### src/rtl/nonmax_thresh_stream_if.sv
// Column stream into the NMS/threshold stage and the classified pixel stream out of it.
interface nonmax_thresh_stream_if #(
    parameter int unsigned BIT_LENGTH = 5,
    parameter int unsigned IMG_WIDTH  = 960
);
    localparam int unsigned COL_W = (IMG_WIDTH > 1) ? $clog2(IMG_WIDTH) : 1;

    logic                  in_valid;
    logic                  in_ready;
    logic [1:0]            angle;
    logic [BIT_LENGTH-1:0] pixel_in0;
    logic [BIT_LENGTH-1:0] pixel_in1;
    logic [BIT_LENGTH-1:0] pixel_in2;
    logic                  out_valid;
    logic [BIT_LENGTH-1:0] pixel_out;
    logic [1:0]            edge_class;
    logic [COL_W-1:0]      out_col;

    modport master (
        output in_valid, angle, pixel_in0, pixel_in1, pixel_in2,
        input  in_ready, out_valid, pixel_out, edge_class, out_col
    );

    modport slave (
        input  in_valid, angle, pixel_in0, pixel_in1, pixel_in2,
        output in_ready, out_valid, pixel_out, edge_class, out_col
    );
endinterface

### src/rtl/nonmax_thresh_stream.sv
// Streaming non-maximum suppression with double-threshold edge classification.
// The 3x3 window is formed by two registered columns plus the beat being accepted,
// so column k-1 is resolved on the edge that accepts column k and is output next cycle.
module nonmax_thresh_stream #(
    parameter int unsigned BIT_LENGTH = 5,
    parameter int unsigned IMG_WIDTH  = 960,
    parameter int unsigned IMG_HEIGHT = 720
) (
    input  logic                  clk,
    input  logic                  reset,
    input  logic                  start,
    input  logic                  nms_en,
    input  logic [BIT_LENGTH-1:0] thr_low,
    input  logic [BIT_LENGTH-1:0] thr_high,
    output logic                  busy,
    output logic                  frame_done,
    nonmax_thresh_stream_if.slave bus
);
    localparam int unsigned BW    = BIT_LENGTH;
    localparam int unsigned COL_W = (IMG_WIDTH > 1) ? $clog2(IMG_WIDTH) : 1;
    localparam int unsigned ROW_W = (IMG_HEIGHT > 1) ? $clog2(IMG_HEIGHT) : 1;
    localparam logic [COL_W-1:0] COL_LAST = COL_W'(IMG_WIDTH - 1);
    localparam logic [ROW_W-1:0] ROW_LAST = ROW_W'(IMG_HEIGHT - 1);

    typedef enum logic [1:0] {
        IDLE  = 2'd0,
        RUN   = 2'd1,
        FLUSH = 2'd2,
        DONE  = 2'd3
    } state_t;

    state_t state;
    state_t state_next;

    // Latched frame configuration
    logic          cfg_nms;
    logic [BW-1:0] cfg_lo;
    logic [BW-1:0] cfg_hi;

    // Position of the next column to be accepted
    logic [COL_W-1:0] col_cnt;
    logic [ROW_W-1:0] row_cnt;
    logic             last_row;

    // Window: left column, centre column (with its angle), incoming beat on the right
    logic [2:0][BW-1:0] left_q;
    logic [2:0][BW-1:0] ctr_q;
    logic [1:0]         ctr_ang_q;
    logic [2:0][BW-1:0] in_col;

    // Registered stream outputs
    logic             in_ready_q;
    logic             out_valid_q;
    logic [BW-1:0]    pixel_out_q;
    logic [1:0]       edge_class_q;
    logic [COL_W-1:0] out_col_q;

    // Decoded control
    logic start_ok;
    logic accept;
    logic col_last;
    logic row_last;
    logic emit;
    logic in_ready_d;
    logic busy_d;
    logic done_d;

    // Suppression / classification datapath
    logic [BW-1:0] nb_a;
    logic [BW-1:0] nb_b;
    logic          suppress;
    logic          border;
    logic [BW-1:0] pix_v;
    logic [1:0]    cls_v;

    assign in_col   = {bus.pixel_in2, bus.pixel_in1, bus.pixel_in0};
    assign col_last = (col_cnt == COL_LAST);
    assign row_last = (row_cnt == ROW_LAST);
    assign start_ok = start && ((state == IDLE) || (state == DONE));
    assign accept   = (state == RUN) && bus.in_valid;

    // State register
    always_ff @(posedge clk or negedge reset) begin
        if (!reset) begin
            state <= IDLE;
        end else begin
            state <= state_next;
        end
    end

    // Next-state logic
    always_comb begin
        state_next = state;
        case (state)
            IDLE:    if (start) state_next = RUN;
            RUN:     if (accept && col_last) state_next = FLUSH;
            FLUSH:   state_next = last_row ? DONE : RUN;
            DONE:    if (start) state_next = RUN;
            default: state_next = IDLE;
        endcase
    end

    // Control decode feeding the registered outputs
    always_comb begin
        in_ready_d = 1'b0;
        busy_d     = 1'b0;
        done_d     = 1'b0;
        emit       = 1'b0;
        in_ready_d = (state_next == RUN);
        busy_d     = (state_next == RUN) || (state_next == FLUSH);
        done_d     = (state == FLUSH) && (state_next == DONE);
        emit       = (accept && (col_cnt != '0)) || (state == FLUSH);
    end

    // Neighbour selection, suppression, border forcing and classification of the centre pixel
    always_comb begin
        nb_a = '0;
        nb_b = '0;
        case (ctr_ang_q)
            2'd0: begin
                nb_a = left_q[1];
                nb_b = in_col[1];
            end
            2'd1: begin
                nb_a = left_q[2];
                nb_b = in_col[0];
            end
            2'd2: begin
                nb_a = ctr_q[0];
                nb_b = ctr_q[2];
            end
            default: begin
                nb_a = left_q[0];
                nb_b = in_col[2];
            end
        endcase
        suppress = cfg_nms && ((nb_a > ctr_q[1]) || (nb_b > ctr_q[1]));
        // col_cnt==1 means the output is column 0; FLUSH always emits the last column
        border   = (state == FLUSH) || (col_cnt == COL_W'(1)) ||
                   (row_cnt == '0) || row_last;
        pix_v    = (border || suppress) ? '0 : ctr_q[1];
        if (border) begin
            cls_v = 2'b00;
        end else if (pix_v >= cfg_hi) begin
            cls_v = 2'b10;
        end else if ((pix_v >= cfg_lo) && (pix_v != '0)) begin
            cls_v = 2'b01;
        end else begin
            cls_v = 2'b00;
        end
    end

    // Configuration latch, position counters and window shift
    always_ff @(posedge clk or negedge reset) begin
        if (!reset) begin
            cfg_nms   <= 1'b0;
            cfg_lo    <= '0;
            cfg_hi    <= '0;
            col_cnt   <= '0;
            row_cnt   <= '0;
            last_row  <= 1'b0;
            left_q    <= '0;
            ctr_q     <= '0;
            ctr_ang_q <= '0;
        end else begin
            if (start_ok) begin
                cfg_nms  <= nms_en;
                cfg_lo   <= thr_low;
                cfg_hi   <= thr_high;
                col_cnt  <= '0;
                row_cnt  <= '0;
                last_row <= 1'b0;
            end
            if (accept) begin
                left_q    <= ctr_q;
                ctr_q     <= in_col;
                ctr_ang_q <= bus.angle;
                col_cnt   <= col_last ? '0 : col_cnt + COL_W'(1);
                if (col_last) begin
                    row_cnt  <= row_last ? '0 : row_cnt + ROW_W'(1);
                    last_row <= row_last;
                end
            end
        end
    end

    // Output registers; pixel/class/column hold between beats
    always_ff @(posedge clk or negedge reset) begin
        if (!reset) begin
            in_ready_q   <= 1'b0;
            busy         <= 1'b0;
            frame_done   <= 1'b0;
            out_valid_q  <= 1'b0;
            pixel_out_q  <= '0;
            edge_class_q <= '0;
            out_col_q    <= '0;
        end else begin
            in_ready_q  <= in_ready_d;
            busy        <= busy_d;
            frame_done  <= done_d;
            out_valid_q <= emit;
            if (emit) begin
                pixel_out_q  <= pix_v;
                edge_class_q <= cls_v;
                out_col_q    <= (state == FLUSH) ? COL_LAST : col_cnt - COL_W'(1);
            end
        end
    end

    assign bus.in_ready   = in_ready_q;
    assign bus.out_valid  = out_valid_q;
    assign bus.pixel_out  = pixel_out_q;
    assign bus.edge_class = edge_class_q;
    assign bus.out_col    = out_col_q;

endmodule

### src/flat_wrapper.sv
// flat-port wrapper written by rule: the top's interface ports become plain ports
module nonmax_thresh_stream_flat 
#(
    parameter int unsigned BIT_LENGTH = 5,
    parameter int unsigned IMG_WIDTH  = 960,
    parameter int unsigned IMG_HEIGHT = 720
)
  (clk, reset, start, nms_en, thr_low, thr_high, busy, frame_done, bus_in_valid, bus_angle, bus_pixel_in0, bus_pixel_in1, bus_pixel_in2, bus_in_ready, bus_out_valid, bus_pixel_out, bus_edge_class, bus_out_col);
  nonmax_thresh_stream_if #(.BIT_LENGTH(BIT_LENGTH), .IMG_WIDTH(IMG_WIDTH)) bus_i ();
  input  logic clk;
  input  logic reset;
  input  logic start;
  input  logic nms_en;
  input  logic [BIT_LENGTH-1:0] thr_low;
  input  logic [BIT_LENGTH-1:0] thr_high;
  output logic busy;
  output logic frame_done;
  input wire logic [$bits(bus_i.in_valid)-1:0] bus_in_valid;
  input wire logic [$bits(bus_i.angle)-1:0] bus_angle;
  input wire logic [$bits(bus_i.pixel_in0)-1:0] bus_pixel_in0;
  input wire logic [$bits(bus_i.pixel_in1)-1:0] bus_pixel_in1;
  input wire logic [$bits(bus_i.pixel_in2)-1:0] bus_pixel_in2;
  output wire logic [$bits(bus_i.in_ready)-1:0] bus_in_ready;
  output wire logic [$bits(bus_i.out_valid)-1:0] bus_out_valid;
  output wire logic [$bits(bus_i.pixel_out)-1:0] bus_pixel_out;
  output wire logic [$bits(bus_i.edge_class)-1:0] bus_edge_class;
  output wire logic [$bits(bus_i.out_col)-1:0] bus_out_col;
  assign bus_i.in_valid = bus_in_valid;
  assign bus_i.angle = bus_angle;
  assign bus_i.pixel_in0 = bus_pixel_in0;
  assign bus_i.pixel_in1 = bus_pixel_in1;
  assign bus_i.pixel_in2 = bus_pixel_in2;
  assign bus_in_ready = bus_i.in_ready;
  assign bus_out_valid = bus_i.out_valid;
  assign bus_pixel_out = bus_i.pixel_out;
  assign bus_edge_class = bus_i.edge_class;
  assign bus_out_col = bus_i.out_col;
  nonmax_thresh_stream #(.BIT_LENGTH(BIT_LENGTH), .IMG_WIDTH(IMG_WIDTH), .IMG_HEIGHT(IMG_HEIGHT)) u_core (.clk(clk), .reset(reset), .start(start), .nms_en(nms_en), .thr_low(thr_low), .thr_high(thr_high), .busy(busy), .frame_done(frame_done), .bus(bus_i));
endmodule
### config.mk
export PLATFORM = sky130hd
export DESIGN_NAME = nonmax_thresh_stream_flat
export DESIGN_NICKNAME = d
export VERILOG_FILES = /design/src/rtl/nonmax_thresh_stream_if.sv /design/src/rtl/nonmax_thresh_stream.sv /design/src/flat_wrapper.sv
export SDC_FILE = /design/constraint.sdc
export NUM_CORES = 1
export LEC_CHECK = 0
export BUFFER_PORTS_ARGS = -buffer_cell sky130_fd_sc_hd__buf_2
export CORE_MARGIN = 8
export CORE_UTILIZATION = 30
export CTS_CLUSTER_DIAMETER = 60
export DETAILED_ROUTE_END_ITERATION = 12
export PLACE_DENSITY = 0.52
export SLEW_MARGIN = 20
export SYNTH_ARGS = -nofsm -noshare
export SYNTH_HDL_FRONTEND = slang
export SYNTH_SLANG_ARGS = --single-unit
### constraint.sdc
create_clock -name clk -period 11.7 [get_ports clk]
set_clock_uncertainty 0.2 [all_clocks]
set_input_delay 1.755 -clock clk [delete_from_list [all_inputs] [get_ports clk]]
set_output_delay 1.755 -clock clk [all_outputs]
set_load 0.03 [all_outputs]
==> results.md <==
* Result of the run: complete, no violations
* Die height at around 140 um
* Post-synthesis register bit count at 87
* Number of instances in the synthesized netlist at roughly 420
* Setup WS pre-CTS at between 6 and 7 ns
* GRT Overall Usage at 0.110
* Max-slew headroom at 0.546
* Aggregate negative setup slack at 0 ns
* Clk root buf: clkbuf_16
* Critical-path cell list: buf_2, mux4_2, ha_1, o21ai_0, a21oi_1, o31a_1, o21ai_0, nor2b_1, nand2_1, ha_1, nand2b_1, a211o_1, o2111ai_1, a211oi_1, a32o_1
* Clock network latency to the later pin of the worst-skew pair at roughly 0.35 ns
* VDD IR-drop max at 82.7 uV
* Ranking of synthesized cells by area: dfrtp_1, mux2_2, ha_1
* # fillers at roughly 1,500
* Switching pwr at around 0.26 mW
* Leakage power total at 2.51 nW
* Number of pins with negative max-slew slack in the final report at 0
* Post-CTS Hold Buffers at 0
* Number of DRC violations after detailed routing at 0
* Vias at about 3,300
* Cell type contributing the most total cell area after synthesis: dfrtp_1
* Unrepaired setup endpoints after global routing: no
* Number of resized instances in the post-cts repair step at 0
* Critical path peak fanout at 2
* Delay of the slowest cell on the worst path at approximately 0.49 ns
* Initial DRC count at 201
* Area of all placed cells without fillers at ~5400 um2
* Area growth from synthesis to layout at 15.5%
* Routed wire length at around 10,000 um
* Library cells used by synthesis at 54
* Data arrival time at the worst-slack endpoint at 4.85 ns
* Post-detailed-route count of antenna-violating nets at 0
* Share of flip-flops with an asynchronous set or reset at 1.00
* CTS buffer count at 9
* Overflow left after global routing at 0
* Average wire length per cell after detail routing at roughly 16 um
* Sw Share at 0.292
* CTS tree: yes
* Worst min-delay path class: flip-flop to flip-flop
* Final setup violation count at 0
* Number of global-route vias before repair at between 3,000 and 4,000
* Sequential cell area at about 2200 um2
* Effective utilization at floorplan at 0.308
* Post-synthesis net count at between 400 and 500
* Sort of element at the end of the critical path: flip-flop
* Wire length of the first global-routing pass at around 17,000 um
* Total I/O pin count at 53
* Initial antenna violation count at 0
* Final RePlAce weighted congestion at approximately 0.75
* Post-synth EDFFs at 0
* Count of nets after finishing at 525
* Largest delay share family, worst path: compound AO/OA/AOI/OAI gates
* TritonCTS Sinks at 87
* Achievable frequency at a little over 0.2 GHz
* DP Wirelength at 7610 um
* Power density over the cells at 164 nW/um2
* Slew at the pin closest to its max-slew limit at about 0.68 ns
* Maximum count of clock buffers along a single path at 2
* Die area at 19,900 um2
* Internal power of the cells at ~0.63 mW
* Number of detailed-route iterations in the first pass at 4
* Prevailing post-synth register cell: dfrtp_1
* Sequential share of the synthesized area at 0.465
* Critical path class: input port to flip-flop
* Clock slew seen by the registers of the worst setup and hold paths at ~0.07 ns
* Mean number of vias per cell at approximately 5.0
* Total standard cell area after synthesis at between 4000 and 5000 um2
* Final critical-path required period at approximately 4.8 ns
* Critical path launch point type: input port
* Post-Syn Area per Cell at 11.2 um2
* Fraction of synthesized cell area taken by the top area cell type at 0.465
* Beginning of the critical path: bus_pixel_in2[2]
* Hold path start: u_core.bus.out_col[0]
* Required time reported for the critical path endpoint at ~12 ns
* Crit-path slowest cell: mux4_2
* Fraction of power consumed by sequential logic at 0.412
* Total inserted antenna cells at 0
* Post-CTS setup buffer count at 0
* Number of levels in the clock H-tree at 3
* Synthesis warning total at 0
* MaxCap Viol Count at 0
* Number of core rows at 45
* Area taken by multi-input logic gates at roughly 2300 um2
* Start of the worst register-to-register path: u_core.ctr_ang_q[0]
* Clock share of power at 0.377
* Combinational fraction of design power at 0.212
* Count of buffers inserted at the top-level ports at between 50 and 60
* Core area at approximately 15,000 um2
* Fraction of layout cells with a size suffix above 1 at 0.274
* Period Utilization, post-route at 0.411
* Buffer and inverter count on the worst path at 1
* Crit path setup slack, layout at 6.89 ns
* Die boundary width at around 140 um
* Post-placement cell area at around 5100 um2
* Final Hold Viols at 0
* Largest net degree at the start of global routing at 54
## layout make-up
class | instances | share of cell area
clock buffer | 10 | 0.0442
clock inverter | 6 | 0.0199
inverter | 22 | 0.0153
multi-input combinational | 288 | 0.423
sequential | 87 | 0.403
tap | 188 | 0.0435
timing repair buffer | 54 | 0.0514
## routing by layer
metal	global-route usage	routed length, um	vias to the layer above	share of wire
met5	0	0	-	0
met4	0.0305	112	0	0.011
met2	0.179	4830	61	0.47
li1	-	-	1597	-
met1	0.134	4910	1628	0.47
met3	0.0422	521	11	0.050
## cells in the final DEF, fill, tap and decap left out, types with 4 or more instances in the layout
cell type / instances
nor3_1: 4
nand3_1: 13
o21ai_0: 35
nand2_1: 27
clkbuf_16: 9
nor2_1: 32
inv_1: 22
a211o_1: 10
nand4_1: 5
dfrtp_1: 87
a21oi_1: 11
mux4_2: 10
ha_1: 31
xor2_1: 6
nand2b_1: 4
mux2_2: 39
and2_1: 4
o31ai_1: 9
buf_2: 51
and3_1: 5
## power groups by stage
stage / registers [mW] / clock network, mW / logic [mW]
floorplan: 0.386 / 0 / 0.124
global placement: 0.370 / 0 / 0.187
detailed placement: 0.372 / 0 / 0.190
CTS: 0.366 / 0.344 / 0.191
global route: 0.371 / 0.356 / 0.209
finish: 0.365 / 0.334 / 0.188
## kinds of logic after synthesis
family | after synthesis | synth area share
compound gates | 84 | 0.115
mux | 50 | 0.144
simple gates | 114 | 0.130
fa+ha+maj | 31 | 0.0829
flops | 87 | 0.465
xor+xnor | 9 | 0.0168
buf+inv | 44 | 0.0468
## synth_stat cells (all sizes together), types with 2 or more instances
library cell	n
mux4	10
nor3b	2
dfrtp	87
a32o	2
xor2	6
nor3	4
and2	5
o31ai	9
ha	31
a21oi	12
a211o	10
nor4	3
o41ai	2
nor2b	3
and4	2
nand2b	4
xnor2	3
o31a	2
nor2	32
nand4	5
nand2	28
nand3	14
o21ai	37
a22o	2
clkbuf	10
and3	5
inv	22
a31oi	3
mux2	39
buf	12
## per-stage QoR
stage | power (mW) | hold WS, ns | utilization | std cells
2_1_floorplan | 0.510 | 0.245 | - | 419
3_3_place_gp | 0.557 | 0.263 | 0.333 | 639
3_5_place_dp | 0.562 | 0.265 | 0.333 | 639
4_1_cts | 0.902 | 0.285 | 0.355 | 655
5_1_grt | 0.937 | 0.299 | 0.355 | 655
6_report | 0.888 | 0.280 | 0.355 | 655
## worst paths after layout
check | to | slack (ns) | cells past startpoint
min reg2reg | u_core.bus.out_col[0] | 0.28 | 1
max in group asynchronous | u_core.ctr_q[14] | 9.09 | 2
min in group asynchronous | u_core.cfg_hi[0] | 1.16 | 1
max reg2reg | u_core.bus.edge_class[0] | 7.50 | 14
min | u_core.bus.out_col[0] | 0.28 | 1
max | u_core.bus.edge_class[0] | 6.89 | 15
## worst reg2reg max path: cells and delay by family (launching register included)
kind / cells / cell delay, ns
simple gates: 3 / 0.49
fa+ha+maj: 2 / 0.60
mux: 1 / 0.62
compound gates: 8 / 1.43
flops: 1 / 0.77
## flip-flops by register name (all words and copies together), names as in the netlist, 2 cells and up
| register | cells |
|---|---|
| u_core.cfg_hi | 5 |
| u_core.bus.pixel_out | 5 |
| u_core.ctr_ang_q | 2 |
| u_core.left_q | 15 |
| u_core.bus.edge_class | 2 |
| u_core.col_cnt | 10 |
| u_core.cfg_lo | 5 |
| u_core.bus.out_col | 10 |
| u_core.ctr_q | 15 |
| u_core.state | 2 |
| u_core.row_cnt | 10 |
No activity file was read; power rests on OpenSTA's default activity.
